File: config.mk
export PLATFORM = sky130hd
export DESIGN_NAME = fifo_v3
export DESIGN_NICKNAME = d
export VERILOG_FILES = /design/src/rtl/fifo_v3_pkg.sv /design/src/rtl/fifo_v3_wrap_ptr.sv /design/src/rtl/fifo_v3.sv
export SDC_FILE = /design/constraint.sdc
export NUM_CORES = 1
export LEC_CHECK = 0
export ABC_CLOCK_PERIOD_IN_PS = 4100
export CAP_MARGIN = 10
export CORE_MARGIN = 1.5
export CORE_UTILIZATION = 35
export CTS_BUF_LIST = sky130_fd_sc_hd__clkbuf_8 sky130_fd_sc_hd__clkbuf_16
export CTS_CLUSTER_SIZE = 40
export DETAILED_ROUTE_END_ITERATION = 16
export SKIP_LAST_GASP = 1
export SYNTH_ARGS = -nofsm -noshare
export SYNTH_HDL_FRONTEND = slang
export SYNTH_SLANG_ARGS = --single-unit
File: constraint.sdc
create_clock -name clk_i -period 4.1 [get_ports clk_i]
set_input_delay 0.615 -clock clk_i [delete_from_list [all_inputs] [get_ports clk_i]]
set_output_delay 0.615 -clock clk_i [all_outputs]
set_load 0.05 [all_outputs]
File: src/rtl/fifo_v3_pkg.sv
// fifo_v3_pkg: shared widths and defaults for the fifo_v3 queue.
//   ptr_w(depth) : pointer width for a queue of 'depth' entries
//   cnt_w(depth) : occupancy counter width (must hold 0..depth)
//   DEF_*        : default entry width and depth
package fifo_v3_pkg;

  localparam int unsigned DEF_DATA_WIDTH = 32;
  localparam int unsigned DEF_DEPTH      = 8;
  localparam int unsigned DEF_AF_THRESH  = 6;
  localparam int unsigned DEF_AE_THRESH  = 2;

  // Depth >= 2 is required, so $clog2 is at least 1; the guard keeps
  // the pointer 1 bit wide even for a misconfigured depth of 1.
  function automatic int unsigned ptr_w(input int unsigned depth);
    return (depth < 2) ? 1 : $clog2(depth);
  endfunction

  // One extra bit so that usage == depth is representable.
  function automatic int unsigned cnt_w(input int unsigned depth);
    return ptr_w(depth) + 1;
  endfunction

endpackage

File: src/rtl/fifo_v3_wrap_ptr.sv
// fifo_v3_wrap_ptr: circular pointer for fifo_v3 storage.
//   clk_i : clock
//   rst_i : synchronous reset, active-high
//   clr_i : synchronous clear (flush)
//   inc_i : advance by one
//   ptr_o : current pointer, 0..DEPTH-1
// Wraps explicitly at DEPTH-1 so non-power-of-two depths never index past
// the last entry.
module fifo_v3_wrap_ptr
  import fifo_v3_pkg::*;
#(
  parameter int unsigned DEPTH  = DEF_DEPTH,
  localparam int unsigned ADDR_W = ptr_w(DEPTH)
) (
  input  logic              clk_i,
  input  logic              rst_i,
  input  logic              clr_i,
  input  logic              inc_i,
  output logic [ADDR_W-1:0] ptr_o
);

  localparam logic [ADDR_W-1:0] LAST = ADDR_W'(DEPTH - 1);

  logic [ADDR_W-1:0] r_ptr;

  always_ff @(posedge clk_i) begin
    if (rst_i || clr_i) begin
      r_ptr <= '0;
    end else if (inc_i) begin
      r_ptr <= (r_ptr == LAST) ? '0 : r_ptr + ADDR_W'(1);
    end
  end

  assign ptr_o = r_ptr;

endmodule

File: src/rtl/fifo_v3.sv
// fifo_v3: parametrised single-clock FIFO with fill level, programmable
// almost-full/almost-empty, sticky overflow/underflow and optional
// first-word fall-through.
//   clk_i / rst_i    : clock, synchronous active-high reset
//   flush_i          : clear pointers, usage and error flags
//   push_i / data_i  : write request and data
//   pop_i / data_o   : read request and head entry (0 when empty)
//   full_o, empty_o, almost_full_o, almost_empty_o, usage_o : status
//   overflow_o / underflow_o : sticky error flags
// Optional feature macro: FIFO_V3_FALL_THROUGH_EN. When defined, a push
// into an empty FIFO is visible on data_o in the same cycle, and a pop in
// that cycle consumes it without storing it.
module fifo_v3
  import fifo_v3_pkg::*;
#(
  parameter int unsigned DATA_WIDTH = DEF_DATA_WIDTH,
  parameter int unsigned DEPTH      = DEF_DEPTH,
  parameter int unsigned AF_THRESH  = DEF_AF_THRESH,
  parameter int unsigned AE_THRESH  = DEF_AE_THRESH,
  localparam int unsigned ADDR_W    = ptr_w(DEPTH),
  localparam int unsigned CNT_W     = cnt_w(DEPTH)
) (
  input  logic                  clk_i,
  input  logic                  rst_i,
  input  logic                  flush_i,
  input  logic                  push_i,
  input  logic [DATA_WIDTH-1:0] data_i,
  input  logic                  pop_i,
  output logic [DATA_WIDTH-1:0] data_o,
  output logic                  full_o,
  output logic                  empty_o,
  output logic                  almost_full_o,
  output logic                  almost_empty_o,
  output logic [CNT_W-1:0]      usage_o,
  output logic                  overflow_o,
  output logic                  underflow_o
);

  localparam logic [CNT_W-1:0] FULL_CNT = CNT_W'(DEPTH);
  localparam logic [CNT_W-1:0] AF_CNT   = CNT_W'(AF_THRESH);
  localparam logic [CNT_W-1:0] AE_CNT   = CNT_W'(AE_THRESH);

  logic [DATA_WIDTH-1:0] r_mem [DEPTH];
  logic [CNT_W-1:0]      r_usage;
  logic                  r_ovf;
  logic                  r_udf;

  logic [ADDR_W-1:0]     w_wr_ptr;
  logic [ADDR_W-1:0]     w_rd_ptr;
  logic                  w_full;
  logic                  w_empty;
  logic                  w_push_acc;
  logic                  w_pop_acc;
  logic                  w_ovf_evt;
  logic                  w_udf_evt;
  logic [DATA_WIDTH-1:0] w_head;

  // Status from registered occupancy only.
  assign w_full  = (r_usage == FULL_CNT);
  assign w_empty = (r_usage == '0);
  assign w_head  = w_empty ? '0 : r_mem[w_rd_ptr];

`ifdef FIFO_V3_FALL_THROUGH_EN
  logic w_ft;
  logic w_bypass;

  // Push into an empty queue is presented straight through; with a pop in
  // the same cycle the word is handed over and never stored.
  assign w_ft       = w_empty && push_i;
  assign w_bypass   = w_ft && pop_i;
  assign w_push_acc = push_i && !w_full && !w_bypass;
  assign w_pop_acc  = pop_i && !w_empty;
  assign w_ovf_evt  = push_i && w_full;
  assign w_udf_evt  = pop_i && w_empty && !push_i;
  assign empty_o    = w_empty && !w_ft;
  assign data_o     = w_ft ? data_i : w_head;
`else
  assign w_push_acc = push_i && !w_full;
  assign w_pop_acc  = pop_i && !w_empty;
  // Full with push+pop still drops the push: full_o is state-based.
  assign w_ovf_evt  = push_i && w_full;
  assign w_udf_evt  = pop_i && w_empty;
  assign empty_o    = w_empty;
  assign data_o     = w_head;
`endif

  fifo_v3_wrap_ptr #(.DEPTH(DEPTH)) u_wr_ptr (
    .clk_i (clk_i),
    .rst_i (rst_i),
    .clr_i (flush_i),
    .inc_i (w_push_acc),
    .ptr_o (w_wr_ptr)
  );

  fifo_v3_wrap_ptr #(.DEPTH(DEPTH)) u_rd_ptr (
    .clk_i (clk_i),
    .rst_i (rst_i),
    .clr_i (flush_i),
    .inc_i (w_pop_acc),
    .ptr_o (w_rd_ptr)
  );

  // Storage is not reset; contents are only observable through w_head,
  // which is gated by occupancy.
  always_ff @(posedge clk_i) begin
    if (!rst_i && !flush_i && w_push_acc) begin
      r_mem[w_wr_ptr] <= data_i;
    end
  end

  always_ff @(posedge clk_i) begin
    if (rst_i || flush_i) begin
      r_usage <= '0;
    end else if (w_push_acc && !w_pop_acc) begin
      r_usage <= r_usage + CNT_W'(1);
    end else if (!w_push_acc && w_pop_acc) begin
      r_usage <= r_usage - CNT_W'(1);
    end
  end

  always_ff @(posedge clk_i) begin
    if (rst_i || flush_i) begin
      r_ovf <= 1'b0;
      r_udf <= 1'b0;
    end else begin
      if (w_ovf_evt) r_ovf <= 1'b1;
      if (w_udf_evt) r_udf <= 1'b1;
    end
  end

  assign full_o         = w_full;
  assign almost_full_o  = (r_usage >= AF_CNT);
  assign almost_empty_o = (r_usage <= AE_CNT);
  assign usage_o        = r_usage;
  assign overflow_o     = r_ovf;
  assign underflow_o    = r_udf;

endmodule

Word level (Yosys, flattened, before mapping)

Memories as Yosys holds them, arrays and structs flattened. A register that Yosys moved wholly into a read port is not among the register bits.
Index checks and enable logic that the tools add are counted.

Flip-flop bits (word level): 12
RAM bits: 256
Input bits: 37
Output and inout bits: 42
Word-level logic and storage cells: 41
Memories: 1

Memories:

| memory | words | width | rd ports | clocked after Yosys merged registers in | write ports | line          | text |
|---|---|---|---|---|---|---|---|
| r_mem  | 8     | 32    | 1        | 1                                       | 1           | fifo_v3.sv:43 | `logic [DATA_WIDTH-1:0] r_mem [DEPTH];` |

Add/sub/neg operators: 4
Magnitude comparators: 2
Equal/unequal tests: 3
Muxes and demuxes: 9
Reduce and logical (&&, ||, !) cells: 17

Operator list:

| kind                | count |
|---|---|
| $mux 32             | 1 |
| $mux 3              | 4 |
| $logic_and 1x1->1   | 8 |
| $mux 4              | 2 |
| $add 3x1->3 const B | 2 |
| $eq 3x3->1 const B  | 2 |
| $logic_not 1->1     | 6 |
| $add 4x1->4 const B | 1 |
| $eq 4x4->1 const B  | 1 |
| $ge 4x3->1 const B  | 1 |
| $le 4x2->1 const B  | 1 |
| $logic_not 4->1     | 1 |
| $sub 4x1->4 const B | 1 |
| $mux 1              | 2 |
| $reduce_bool 2->1   | 1 |
| $logic_or 1x1->1    | 1 |

Longest topological paths before layout

Word-level depth: 7
Gate-level depth with buffers: 10
Gate-level depth less buffers: 10

By module

From an unflattened synthesis, not the netlist that was laid out.

Cells, all modules: 486
Area total of the unflattened synthesis: 10490.1 um^2

By module, submodules not included:

| module           | instances | cells an instance | area each (um^2) | sequential area each (um^2) |
|---|---|---|---|---|
| fifo_v3          | 1         | 460               | 10192.3          | 7807.5 |
| fifo_v3_wrap_ptr | 2         | 13                | 148.9            | 60.1 |

Worst setup path before layout

OpenSTA, ideal clock, no wires.

Kind: reg-to-reg
Start: register r_usage[0] (netlist: usage_o[0])
End: memory r_mem[1][0] in the netlist's numbering (enable)
Setup time: 461 ps
Arrival time: 3754 ps
Data required time: 3639 ps
Path slack: -115 ps
Cell stages (with the launch flop): 6
Path buffers: 0
Clock period less this slack: 4215 ps
Cells stage by stage: dfxtp_1 nor4b_2 nand2b_4 inv_2 nand3_2 nor3_1

Cells in the longest elaborated chain, start to end: 6

RTL lines:

| item                         | line                   | text |
|---|---|---|
| start, declared              | fifo_v3.sv:44          | `logic [CNT_W-1:0] r_usage;` |
| start signal, assigned       | fifo_v3.sv:115         | `r_usage <= r_usage + CNT_W'(1);` |
| start signal, assigned       | fifo_v3.sv:117         | `r_usage <= r_usage - CNT_W'(1);` |
| $eq 4x4->1                   | fifo_v3.sv:59          | `assign w_full = (r_usage == FULL_CNT);` |
| via full_o                   | fifo_v3.sv:30          | `output logic full_o,` |
| $logic_not 1->1              | fifo_v3.sv:78          | `assign w_push_acc = push_i && !w_full;` |
| $logic_and 1x1->1            | fifo_v3.sv:78          |  |
| via u_wr_ptr.inc_i           | fifo_v3_wrap_ptr.sv:18 | `input logic inc_i,` |
| $logic_and 1x1->1            | fifo_v3.sv:106         | `if (!rst_i && !flush_i && w_push_acc) begin` |
| $mux 1                       | fifo_v3.sv:106         |  |
| $mux 1 (implied by the code) | fifo_v3.sv:107         | `r_mem[w_wr_ptr] <= data_i;` |
| end, declared                | fifo_v3.sv:43          |  |

The timed path passes the listed nets, and every way through them passes these cells.

==> flow_summary.yaml <==
run_status:
  outcome: "completed"
grt:
  grt_pass1_vias: 5445
  grt_max_degree: 37
  grt_pass1_wl_mm: 32.6
  grt_usage_pct: 14.0
  overflow: 0
  antenna_found_initial: 1
sta:
  layout_min_cycle_time_ns: 3.70
  fin_skew_ns: 0.0111
  fin_crit_sh_pct: 90.3
  slew_headroom_pct: 51.8
  hold_viol: 0
  clock.fmax_mhz: 270
  setup_viol: 0
  rsz0062_at_grt: "no"
  hold_slack_ns: 0.475
  finalSetupTns_ns: 0
  tightest_slew_ns: 0.721
  slew_viol_final: 0
floorplan:
  ios: 79
  initial_core_util_pct: 35.6
  coreArea_mm2: 0.0296
  chipWidth_um: 176
  dieHeight_um: 176
  num_rows: 63
  die_area_mm2: 0.0311
yosys:
  yosys.area.top_type: "edfxtp_1"
  synth_area_leaders: "edfxtp_1 73%, mux4_2 14%, mux2i_1 3.3%"
  synth_adder_area_share_pct: 1.02
  ys_seq_area_share_pct: 76.0
  syn_area_per_cell_um2: 21.4
  yosysWarnings: 0
  synthTopCellsByCount: "256 x edfxtp_1, 64 x mux4_2, 48 x nor2_1"
  synthXorXnorAreaFrac_pct: 0.167
  syn-cell-area_mm2: 0.0105
  netlist_instances: 490
  synth_edf_count: 256
  synth_cell_types: 35
  synthMuxAreaShare_pct: 17.0
  synth.ff_latch_count: 271
  synth_nets: 535
  ys.flop_type: "edfxtp_1"
  synth_top_cell_area_share_pct: 73.2
  synth_compound_area_share_pct: 0.798
  yosys.area_share.simple_pct: 3.33
  synth_top_family_by_area: "multiplexers"
  yosysMostFrequentCell: "edfxtp_1"
  synthArstFlopShare_pct: 0
worst_setup_path:
  reg2reg_setup_slack_ns: 1.37
  critPathRequiredTime_ns: 3.48
  worstReg2RegStart: "usage_o[3]$_SDFFE_PP0P_"
  crit_fanout: 23
  cp-start-kind: "register"
  cp.arrival_ns: 3.09
  r2r_cells: 10
  crit_path_end_kind: "output port"
  path_class: "register to output port"
  r2r-end: "usage_o[3]$_SDFFE_PP0P_"
power:
  peakVddDrop_mv: 0.341
  leakagePower_nw: 3.97
  powerDensity_mw_per_mm2: 515
  total_power_w: 0.00662
final_layout:
  flow.area_growth_from_synthesis_pct: 22.4
  design_area_mm2: 0.0129
  num-nets-final: 640
  drive_gt1_share_pct: 23.0
clock_network:
  cts-htree-levels: 1
  clockBufferDepth: 3
  cts_resized: 0
  cts_hold_buffers: 0
  clk_pin_slew_ns: 0.06
  cts_root_buf: "clkbuf_16"
  cts_sinks: 271
  cts_tree: "done"
  postCtsSetupBuffers: 0
  numCtsBuffers: 29
  clk-insertion-delay-late_ns: 0.55
drt:
  dr.pass1.iters: 4
  drt_iter0_drc: 347
  via_per_inst: 4.89
  ant_nets: 0
  finalWirelength_mm: 21.3
  vias: 4928
  drcViolationCount: 0
  avgRoutedWirePerCell_um: 21.1
placement:
  place_area_mm2: 0.0119
  portBuffers: 78
  dp_hpwl_mm: 12.7
  place_congestion: 0.676
min_path:
  hold_start: "overflow_o$_SDFFE_PP0P_"
  hold_depth: 2
  hp-class: "register to register"
  worstHoldEndpoint: "overflow_o$_SDFFE_PP0P_"
run:
  timing.max_cap.violations: 0
critical path, cell delays in order (launching register included):
cell,delay [ns]
dfxtp_4,0.65
buf_4,0.36
mux4_2,0.54
mux2i_1,0.21
nor2_1,0.07
clkdlybuf4s50_1,0.71
cells by family after synthesis:
group,count (synthesis)
AOI/OAI and AO/OA,13
xor gates and xnor gates,2
DFF,271
muxes,99
adders and majority gates,8
and+or+nand+nor,71
buffers and inverters,26
stage by stage:
stage                     setup slack (ns)  cells  util [%]
after floorplan                      0.544    490         -
after global placement               0.890    954      40.3
after detailed placement             0.899    954      40.3
after CTS                            0.302   1007      43.5
after global routing                 0.203   1008      43.5
final                                0.399   1008      43.5
final cells by class:
| class | count | area (µm²) |
|---|---|---|
| Multi-Input combinational cell | 193 | 2410 |
| Clock buffer | 29 | 726 |
| Antenna cell | 1 | 2.50 |
| Fill cell | 2575 | 16700 |
| Inverter | 2 | 7.51 |
| Sequential cell | 271 | 8000 |
| Tap cell | 390 | 488 |
| Timing Repair Buffer | 98 | 1010 |
| Clock inverter | 24 | 220 |
registers in the layout (all words and copies together) (netlist names), named ones only:
register,flops
r_mem,256
u_rd_ptr.ptr_o,3
overflow_o,1
u_wr_ptr.ptr_o,3
underflow_o,1
usage_o,4
worst max path at each step:
stage,startpoint,to,depth (start not counted)
2_1_floorplan,usage_o[0]$_SDFFE_PP0P_,r_mem[4][0]$_DFFE_PP_,4
3_3_place_gp,register,data_o[31],5
3_5_place_dp,register,data_o[23],5
4_1_cts,register,data_o[23],5
5_1_grt,register,data_o[23],5
6_report,register,data_o[23],5
layout by cell type (no fill, tap or decap), types with 6 or more instances in the layout:
master / synthesis / routed
nor2_1: 48 / 42
clkbuf_16: 0 / 29
clkdlybuf4s50_1: 0 / 78
nor2_4: 0 / 6
buf_4: 0 / 14
a21oi_1: 7 / 7
inv_1: 1 / 10
mux4_2: 64 / 64
ha_1: 7 / 7
mux2i_1: 35 / 35
nand2_1: 6 / 6
edfxtp_1: 256 / 256
dfxtp_1: 15 / 12
buf_12: 0 / 6
power by group:
group	switching [W]	internal, W
Sequential	0.0000357	0.00305
Combinational	0.000624	0.000349
Clock	0.00102	0.00153
Total	0.00168	0.00493
routing by layer:
metal	vias up	part of all wire, %	global-route usage, %
met2	83	50	24.1
met5	-	0	0
met3	31	3.9	2.43
met1	2598	44	18.5
met4	0	2.0	3.49
li1	2216	-	-
(Power assumes the default switching activity.)
